**src/rtl/seq_gen_pkg.sv**
```systemverilog
// seq_pkg: shared constants for the sequence generator and its downstream detector.
// Holds the FSM state encoding, the default pattern width/value and a helper
// that sizes bit-index fields.
package seq_pkg;
    localparam int PAT_W = 16;
    localparam logic [PAT_W-1:0] DEF_PAT = 16'b0000_1101_1001_0101;
    localparam logic [1:0] IDLE   = 2'd0;
    localparam logic [1:0] RUN    = 2'd1;
    localparam logic [1:0] FINISH = 2'd2;
    function automatic int idx_w(input int n);
        return n > 1 ? $clog2(n) : 1;
    endfunction
endpackage

```
**src/rtl/seq_gen_if.sv**
```systemverilog
// seq_gen_if: control/data bundle between a pattern source and seq_gen.
// master: drives start, stop, loop_mode, pat_in, pat_valid; sees the outputs.
// slave : seq_gen side, drives pat_ready, seq_bit, bit_valid, bit_idx, busy, done.
interface seq_gen_if #(parameter int PAT_W = seq_pkg::PAT_W);
    import seq_pkg::*;
    localparam int IDX_W = idx_w(PAT_W);
    logic             start;
    logic             stop;
    logic             loop_mode;
    logic [PAT_W-1:0] pat_in;
    logic             pat_valid;
    logic             pat_ready;
    logic             seq_bit;
    logic             bit_valid;
    logic [IDX_W-1:0] bit_idx;
    logic             busy;
    logic             done;
    modport master (output start, stop, loop_mode, pat_in, pat_valid,
                    input  pat_ready, seq_bit, bit_valid, bit_idx, busy, done);
    modport slave  (input  start, stop, loop_mode, pat_in, pat_valid,
                    output pat_ready, seq_bit, bit_valid, bit_idx, busy, done);
endinterface

```
**src/rtl/seq_gen_tick_gen.sv**
```systemverilog
// tick_gen: clock divider producing one tick every DIV enabled clk cycles.
// Ports: clk, rst_n (async, active-low), clr (zero the count), en (count), tick (out).
module tick_gen #(
    parameter int unsigned DIV = 1
) (
    input  logic clk,
    input  logic rst_n,
    input  logic clr,
    input  logic en,
    output logic tick
);
    localparam int CW = DIV > 1 ? $clog2(DIV) : 1;
    logic [CW-1:0] cnt_q, cnt_d;
    assign tick  = en && cnt_q == CW'(DIV - 1);
    assign cnt_d = (clr || !en || tick) ? '0 : cnt_q + CW'(1);
    always_ff @(posedge clk or negedge rst_n) begin
        if (!rst_n) cnt_q <= '0;
        else        cnt_q <= cnt_d;
    end
endmodule

```
**src/rtl/seq_gen.sv**
```systemverilog
// seq_gen: serialises a stored pattern MSB first, DIV clk cycles per bit.
// Ports: clk, rst_n (async, active-low), bus (seq_gen_if.slave: start/stop/
// loop_mode/pat_in/pat_valid in; pat_ready/seq_bit/bit_valid/bit_idx/busy/done out).
module seq_gen #(
    parameter int               PAT_W   = seq_pkg::PAT_W,
    parameter int unsigned      DIV     = 1,
    parameter logic [PAT_W-1:0] DEF_PAT = seq_pkg::DEF_PAT
) (
    input logic       clk,
    input logic       rst_n,
    seq_gen_if.slave  bus
);
    import seq_pkg::*;
    localparam int IDX_W = idx_w(PAT_W);
    logic [1:0]       state_q, state_d;
    logic [IDX_W-1:0] idx_q, idx_d;
    logic             valid_q, valid_d;
    logic [PAT_W-1:0] pat_q, sh;
    logic             run, tick, last;
    assign run  = state_q == RUN;
    assign last = idx_q == IDX_W'(PAT_W - 1);
    // divider held clear outside RUN so the first bit always gets DIV cycles
    tick_gen #(.DIV(DIV)) u_tick (
        .clk  (clk),
        .rst_n(rst_n),
        .clr  (!run),
        .en   (run),
        .tick (tick)
    );
    always_comb begin
        state_d = state_q;
        idx_d   = idx_q;
        valid_d = 1'b0;
        case (state_q)
            IDLE: begin
                idx_d = '0;
                if (bus.start && !bus.stop) begin
                    state_d = RUN;
                    valid_d = 1'b1;
                end
            end
            RUN: begin
                if (bus.stop) begin
                    state_d = IDLE;
                    idx_d   = '0;
                end else if (tick) begin
                    idx_d   = last ? '0 : idx_q + IDX_W'(1);
                    valid_d = !last || bus.loop_mode;
                    state_d = (last && !bus.loop_mode) ? FINISH : RUN;
                end
            end
            FINISH: begin
                state_d = IDLE;
                idx_d   = '0;
            end
            default: begin
                state_d = IDLE;
                idx_d   = '0;
            end
        endcase
    end
    always_ff @(posedge clk or negedge rst_n) begin
        if (!rst_n) begin
            state_q <= IDLE;
            idx_q   <= '0;
            valid_q <= 1'b0;
            pat_q   <= DEF_PAT;
        end else begin
            state_q <= state_d;
            idx_q   <= idx_d;
            valid_q <= valid_d;
            if (bus.pat_valid && state_q == IDLE) pat_q <= bus.pat_in;
        end
    end
    // current bit is the MSB of the pattern shifted left by the bit index
    assign sh            = pat_q << idx_q;
    assign bus.seq_bit   = run & sh[PAT_W-1];
    assign bus.bit_valid = valid_q;
    assign bus.bit_idx   = idx_q;
    assign bus.busy      = run;
    assign bus.done      = state_q == FINISH;
    assign bus.pat_ready = state_q == IDLE;
endmodule

```
**src/flat_wrapper.sv**
```systemverilog
// flat-port wrapper written by rule: the top's interface ports become plain ports
module seq_gen_flat import seq_pkg::*;
#(
    parameter int               PAT_W   = seq_pkg::PAT_W,
    parameter int unsigned      DIV     = 1,
    parameter logic [PAT_W-1:0] DEF_PAT = seq_pkg::DEF_PAT
)
  (clk, rst_n, bus_start, bus_stop, bus_loop_mode, bus_pat_in, bus_pat_valid, bus_pat_ready, bus_seq_bit, bus_bit_valid, bus_bit_idx, bus_busy, bus_done);
  seq_gen_if #(.PAT_W(PAT_W)) bus_i ();
  input logic clk;
  input logic rst_n;
  input wire logic [$bits(bus_i.start)-1:0] bus_start;
  input wire logic [$bits(bus_i.stop)-1:0] bus_stop;
  input wire logic [$bits(bus_i.loop_mode)-1:0] bus_loop_mode;
  input wire logic [$bits(bus_i.pat_in)-1:0] bus_pat_in;
  input wire logic [$bits(bus_i.pat_valid)-1:0] bus_pat_valid;
  output wire logic [$bits(bus_i.pat_ready)-1:0] bus_pat_ready;
  output wire logic [$bits(bus_i.seq_bit)-1:0] bus_seq_bit;
  output wire logic [$bits(bus_i.bit_valid)-1:0] bus_bit_valid;
  output wire logic [$bits(bus_i.bit_idx)-1:0] bus_bit_idx;
  output wire logic [$bits(bus_i.busy)-1:0] bus_busy;
  output wire logic [$bits(bus_i.done)-1:0] bus_done;
  assign bus_i.start = bus_start;
  assign bus_i.stop = bus_stop;
  assign bus_i.loop_mode = bus_loop_mode;
  assign bus_i.pat_in = bus_pat_in;
  assign bus_i.pat_valid = bus_pat_valid;
  assign bus_pat_ready = bus_i.pat_ready;
  assign bus_seq_bit = bus_i.seq_bit;
  assign bus_bit_valid = bus_i.bit_valid;
  assign bus_bit_idx = bus_i.bit_idx;
  assign bus_busy = bus_i.busy;
  assign bus_done = bus_i.done;
  seq_gen #(.PAT_W(PAT_W), .DIV(DIV), .DEF_PAT(DEF_PAT)) u_core (.clk(clk), .rst_n(rst_n), .bus(bus_i));
endmodule
```
**config.mk**
```make
export PLATFORM = sky130hd
export DESIGN_NAME = seq_gen_flat
export DESIGN_NICKNAME = d
export VERILOG_FILES = /design/src/rtl/seq_gen_pkg.sv /design/src/rtl/seq_gen_if.sv /design/src/rtl/seq_gen_tick_gen.sv /design/src/rtl/seq_gen.sv /design/src/flat_wrapper.sv
export SDC_FILE = /design/constraint.sdc
export NUM_CORES = 1
export LEC_CHECK = 0
export ABC_AREA = 1
export ABC_CLOCK_PERIOD_IN_PS = 3700
export BUFFER_PORTS_ARGS = -buffer_cell sky130_fd_sc_hd__buf_2
export CORE_AREA = 2 2 61 63
export DETAILED_ROUTE_END_ITERATION = 10
export DIE_AREA = 0 0 63 65
export MAX_ROUTING_LAYER = met4
export PLACE_DENSITY = 0.55
export SKIP_LAST_GASP = 1
export SYNTH_ARGS = -nofsm -noshare
export SYNTH_HDL_FRONTEND = slang
export SYNTH_SLANG_ARGS = --single-unit
```
**constraint.sdc**
```tcl
create_clock -name clk -period 3.7 [get_ports clk]
set_clock_uncertainty 0.2 [all_clocks]
set_input_delay 0.74 -clock clk [delete_from_list [all_inputs] [get_ports clk]]
set_output_delay 0.74 -clock clk [all_outputs]
set_load 0.03 [all_outputs]
```
Yosys cells after proc, flatten, opt, wreduce, memory -nomap -nowiden --
Index checks and enable logic that the tools add are counted.
Word-level totals: register bits after elaboration 24, input bits 22, output and inout bits 9
Cells by class: add/subtract/negate cells 2, eq/ne operators 5, shifts and indexed selects 1, mux-type cells 14, bitwise operators 2, reductions and logical operators 12
Operators with widths (count):
- 4-bit two-way mux | 4
- 16-bit by 4-bit left shift with 16-bit output | 1
- 2-bit two-way mux | 4
- 4-bit by 1-bit adder with 4-bit output (second input constant) | 1
- 4-bit equality test (second input constant) | 1
- 1-bit logical AND | 4
- 1-bit logical NOT | 4
- 1-bit two-way mux | 4
- 2-bit case mux with 2 select lines | 1
- 3-bit inequality test (second input constant) | 1
- 2-bit by 1-bit equality test with 1-bit output (second input constant) | 1
- 2-bit equality test (second input constant) | 1
- 2-bit logical NOT | 1
- 1-bit logical OR | 2
- 2-bit by 1-bit inequality test with 1-bit output (second input constant) | 1
- 1-bit case mux with 2 select lines | 1
- 2-bit AND reduction | 1
- 1-bit adder (second input constant) | 1
- 1-bit AND | 1
- 1-bit inverter | 1

Longest topological paths before layout --
depth after elaboration 6, gate-level depth with buffers 7, mapped depth without buffers 7

By module --
A second synthesis with hierarchy kept.
Second synthesis, totals: cell total of the unflattened synthesis 151, area total of the unflattened synthesis 1223.7 um^2
Modules (own cells, without submodules):
- seq_gen | times used 1, cells each 147, area each 1184.9 um^2
- tick_gen | times used 1, cells each 4, area each 38.8 um^2

Worst setup path after synthesis --
OpenSTA, ideal clock, no wires.
kind flip-flop to output port, start point register u_core.idx_q[0], in the netlist u_core.bus.bit_idx[0], end point output port bus_seq_bit, arrival 1.543 ns, required time 2.760 ns, slack 1.217 ns, cell stages (with the launch flop) 7, cells stage by stage dfrtp_1 > inv_1 > nand2_1 > nand3_1 > nand3_1 > nand3_1 > a21oi_1
On the way: longest elaborated chain between the ends 2
Ends and longest elaborated chain:
- from (decl) | line seq_gen.sv:16 | logic [IDX_W-1:0] idx_q, idx_d;
- from (signal assigned) | line seq_gen.sv:70 | idx_q <= idx_d;
- 16-bit by 4-bit left shift with 16-bit output | line seq_gen.sv:76 | assign sh = pat_q << idx_q;
- 1-bit AND | line seq_gen.sv:77 | assign bus.seq_bit = run & sh[PAT_W-1];
- to (decl) | line flat_wrapper.sv:18 | output wire logic [$bits(bus_i.seq_bit)-1:0] bus_seq_bit;
Every way passes these cells.

Worst setup path after layout --
Same ends and word-level chain as after synthesis.

==> results.py <==
metrics = {
    "sta": {
        "finalSetupViolCount": 0,
        "worst_slew_pin_slew_ns": 0.527,
        "max_clock_freq_mhz": 354,
        "holdWs_ns": 0.172,
        "relSlewSlack_pct": 64.9,
        "rsz0062_at_grt": "false",
        "setup_tns_ns": 0,
        "hold_viol_final": 0,
        "drv_slew": 0,
        "timing.final.crit_share_pct": 76.3,
        "min_period_ns": 2.82,
    },
    "yosys": {
        "ys_types": 22,
        "syn-cell-area_um2": 1170,
        "ys_ff_latch": 24,
        "syn_area_per_cell_um2": 8.43,
        "ys_warn_count": 0,
        "synth_nets": 162,
        "synth_cells": 139,
        "yosysSeqAreaShare_pct": 52.0,
    },
    "placed_design": {
        "placed_area_um2": 1350,
        "dp_cells": 213,
        "io_buffers": 30,
        "hpwl_mm": 1.82,
        "gp_congestion": 0.833,
    },
    "layout": {
        "final_nets": 193,
        "layout.area.seq_um2": 609,
        "fill_cells": 394,
        "design_area_um2": 1370,
        "drive_gt1_share_pct": 30.8,
        "synthToLayoutAreaGrowth_pct": 17.2,
        "final_common_cell": "buf_2",
        "multi_input_area_um2": 448,
        "diodes": 0,
        "final_cell_mix": "buf_2 (30), nand2_1 (23), inv_1 (20)",
        "stdcell_count": 217,
    },
    "clock_tree": {
        "cts_buffers": 3,
        "post_cts_buffers": 0,
        "cts_tree": "yes",
        "holdBufCountCts": 0,
        "cts.sinks": 24,
        "h-tree-depth": 1,
        "cts_resized": 0,
        "path_clk_slew_ns": 0.13,
        "worstSkewPairLatency_ns": 0.32,
        "clock_tree.buffer_depth": 2,
        "cts_root_buf": "clkbuf_4",
    },
    "grt": {
        "antenna_found_initial": 0,
        "grt_first_pass_wirelength_mm": 4.37,
        "grt_max_degree": 29,
        "grt_pass1_vias": 989,
        "grt-ovfl-total": 0,
        "grt_usage_pct": 14.1,
    },
    "setup_path": {
        "crit_fanout": 16,
        "required_ns": 2.76,
        "path_class": "reg2out",
        "cp_data_arrival_time_ns": 1.88,
        "start_kind": "flop",
        "endpoint_kind": "output port",
    },
    "drt": {
        "wirelength_mm": 2.38,
        "remaining_drc_errors": 0,
        "ant_nets": 0,
        "drt-wirelength-per-cell_um": 11.0,
        "vias": 979,
        "viasPerCell": 4.51,
        "drt_iter0_markers": 30,
        "firstDrtPassIters": 4,
    },
    "die": {
        "fp.dieH_um": 65,
        "dieArea_um2": 4100,
        "core_area_um2": 3500,
        "initial_core_util_pct": 33.5,
        "rows": 22,
        "io-pin-count": 31,
        "fp.dieW_um": 63,
    },
    "power": {
        "p_per_area_nw_per_um2": 411,
        "ir_drop_mv": 0.110,
        "leakagePower_nw": 0.708,
    },
    "outcome": {
        "status": "finished, final reports clean",
    },
    "flow_run": {
        "drv_cap": 0,
    },
    "worst_hold_path": {
        "hold_path.class": "in2async",
    },
}
## worst paths after layout
| kind | from | endpoint | slack, ns | cells past startpoint |
|---|---|---|---|---|
| max | u_core.bus.bit_idx[0] | bus_seq_bit | 0.88 | 7 |
| min | rst_n | u_core.bus.bit_idx[3] | 0.17 | 1 |
| max reg2reg | u_core.bus.bit_idx[0] | u_core.state_q[0] | 1.91 | 5 |
| min reg2reg | u_core.pat_q[8] | u_core.pat_q[8] | 0.29 | 2 |
| max in group asynchronous | rst_n | u_core.pat_q[4] | 2.76 | 1 |
| min in group clk | u_core.pat_q[8] | u_core.pat_q[8] | 0.29 | 2 |
## report_power, final
group,leakage (nW),internal [mW],switching (mW),total (mW)
Sequential,0.282,0.306,0.0160,0.322
Combinational,0.411,0.0455,0.0757,0.121
Clock,0.0150,0.0423,0.0791,0.121
Total,0.708,0.394,0.171,0.564
## Yosys cell counts
| cell type | instances | area share (%) |
|---|---|---|
| a21oi_1 | 14 | 6.0 |
| buf_2 | 1 | 0.43 |
| buf_4 | 1 | 0.64 |
| buf_6 | 2 | 1.9 |
| conb_1 | 1 | 0.32 |
| dfrtp_1 | 17 | 36 |
| dfstp_2 | 7 | 16 |
| ha_1 | 1 | 1.1 |
| inv_1 | 20 | 6.4 |
| inv_2 | 1 | 0.32 |
| mux2_2 | 4 | 3.8 |
| nand2_1 | 23 | 7.4 |
| nand2_2 | 2 | 1.1 |
| nand3_1 | 15 | 6.4 |
| nor2_1 | 19 | 6.1 |
| nor2_2 | 3 | 1.6 |
| nor2_4 | 1 | 0.96 |
| nor3_1 | 1 | 0.43 |
| o21ai_0 | 3 | 1.3 |
| o22ai_1 | 1 | 0.53 |
| or2_2 | 1 | 0.53 |
| xor2_1 | 1 | 0.75 |
## kinds of logic after synthesis
group | count (synthesis) | share of synthesized area (%)
mux | 4 | 3.85
compound gates | 18 | 7.80
simple gates | 65 | 24.5
fa+ha+maj | 1 | 1.07
flops | 24 | 52.0
other cells | 1 | 0.320
buf+inv | 25 | 9.72
xor+xnor | 1 | 0.748
## cell type report
| class | instances | area share (%) |
|---|---|---|
| inverter | 21 | 5.74 |
| timing repair buffer | 30 | 10.9 |
| multi-input combinational | 90 | 32.6 |
| clock buffer | 4 | 1.91 |
| sequential | 24 | 44.4 |
| tap | 48 | 4.38 |
## critical path: stages (launching register included)
cell     delay [ns]
dfrtp_1        0.65
inv_1          0.19
nand2_1        0.09
nand3_1        0.07
nand3_1        0.10
nand3_1        0.07
a21oi_1        0.17
buf_2          0.22
## per-layer routing
metal  wire length [um]  vias up  global-route usage (%)  share of wire, %
li1                   -      494                       -                 -
met1               1100      455                    16.7                46
met2               1120       23                    23.3                47
met3                 74        7                    1.74               3.1
met4                 82        0                    8.33               3.4
met5                  0        -                       -                 0
## through the flow
stage | setup slack [ns] | utilization [%] | total power [mW]
floorplan | 1.22 | - | 0.412
global placement | 1.33 | 38.5 | 0.448
detailed placement | 1.27 | 38.5 | 0.452
CTS | 0.878 | 39.3 | 0.576
global route | 0.714 | 39.3 | 0.608
finish | 0.876 | 39.3 | 0.564
## sequential cells by signal, indices dropped and copies added, names as in the netlist
register,cells
u_core.bus.bit_valid,1
u_core.pat_q,16
u_core.state_q,2
u_core.bus.bit_idx,4
u_core.u_tick.cnt_q,1
Power figures use the tool's default switching activity.
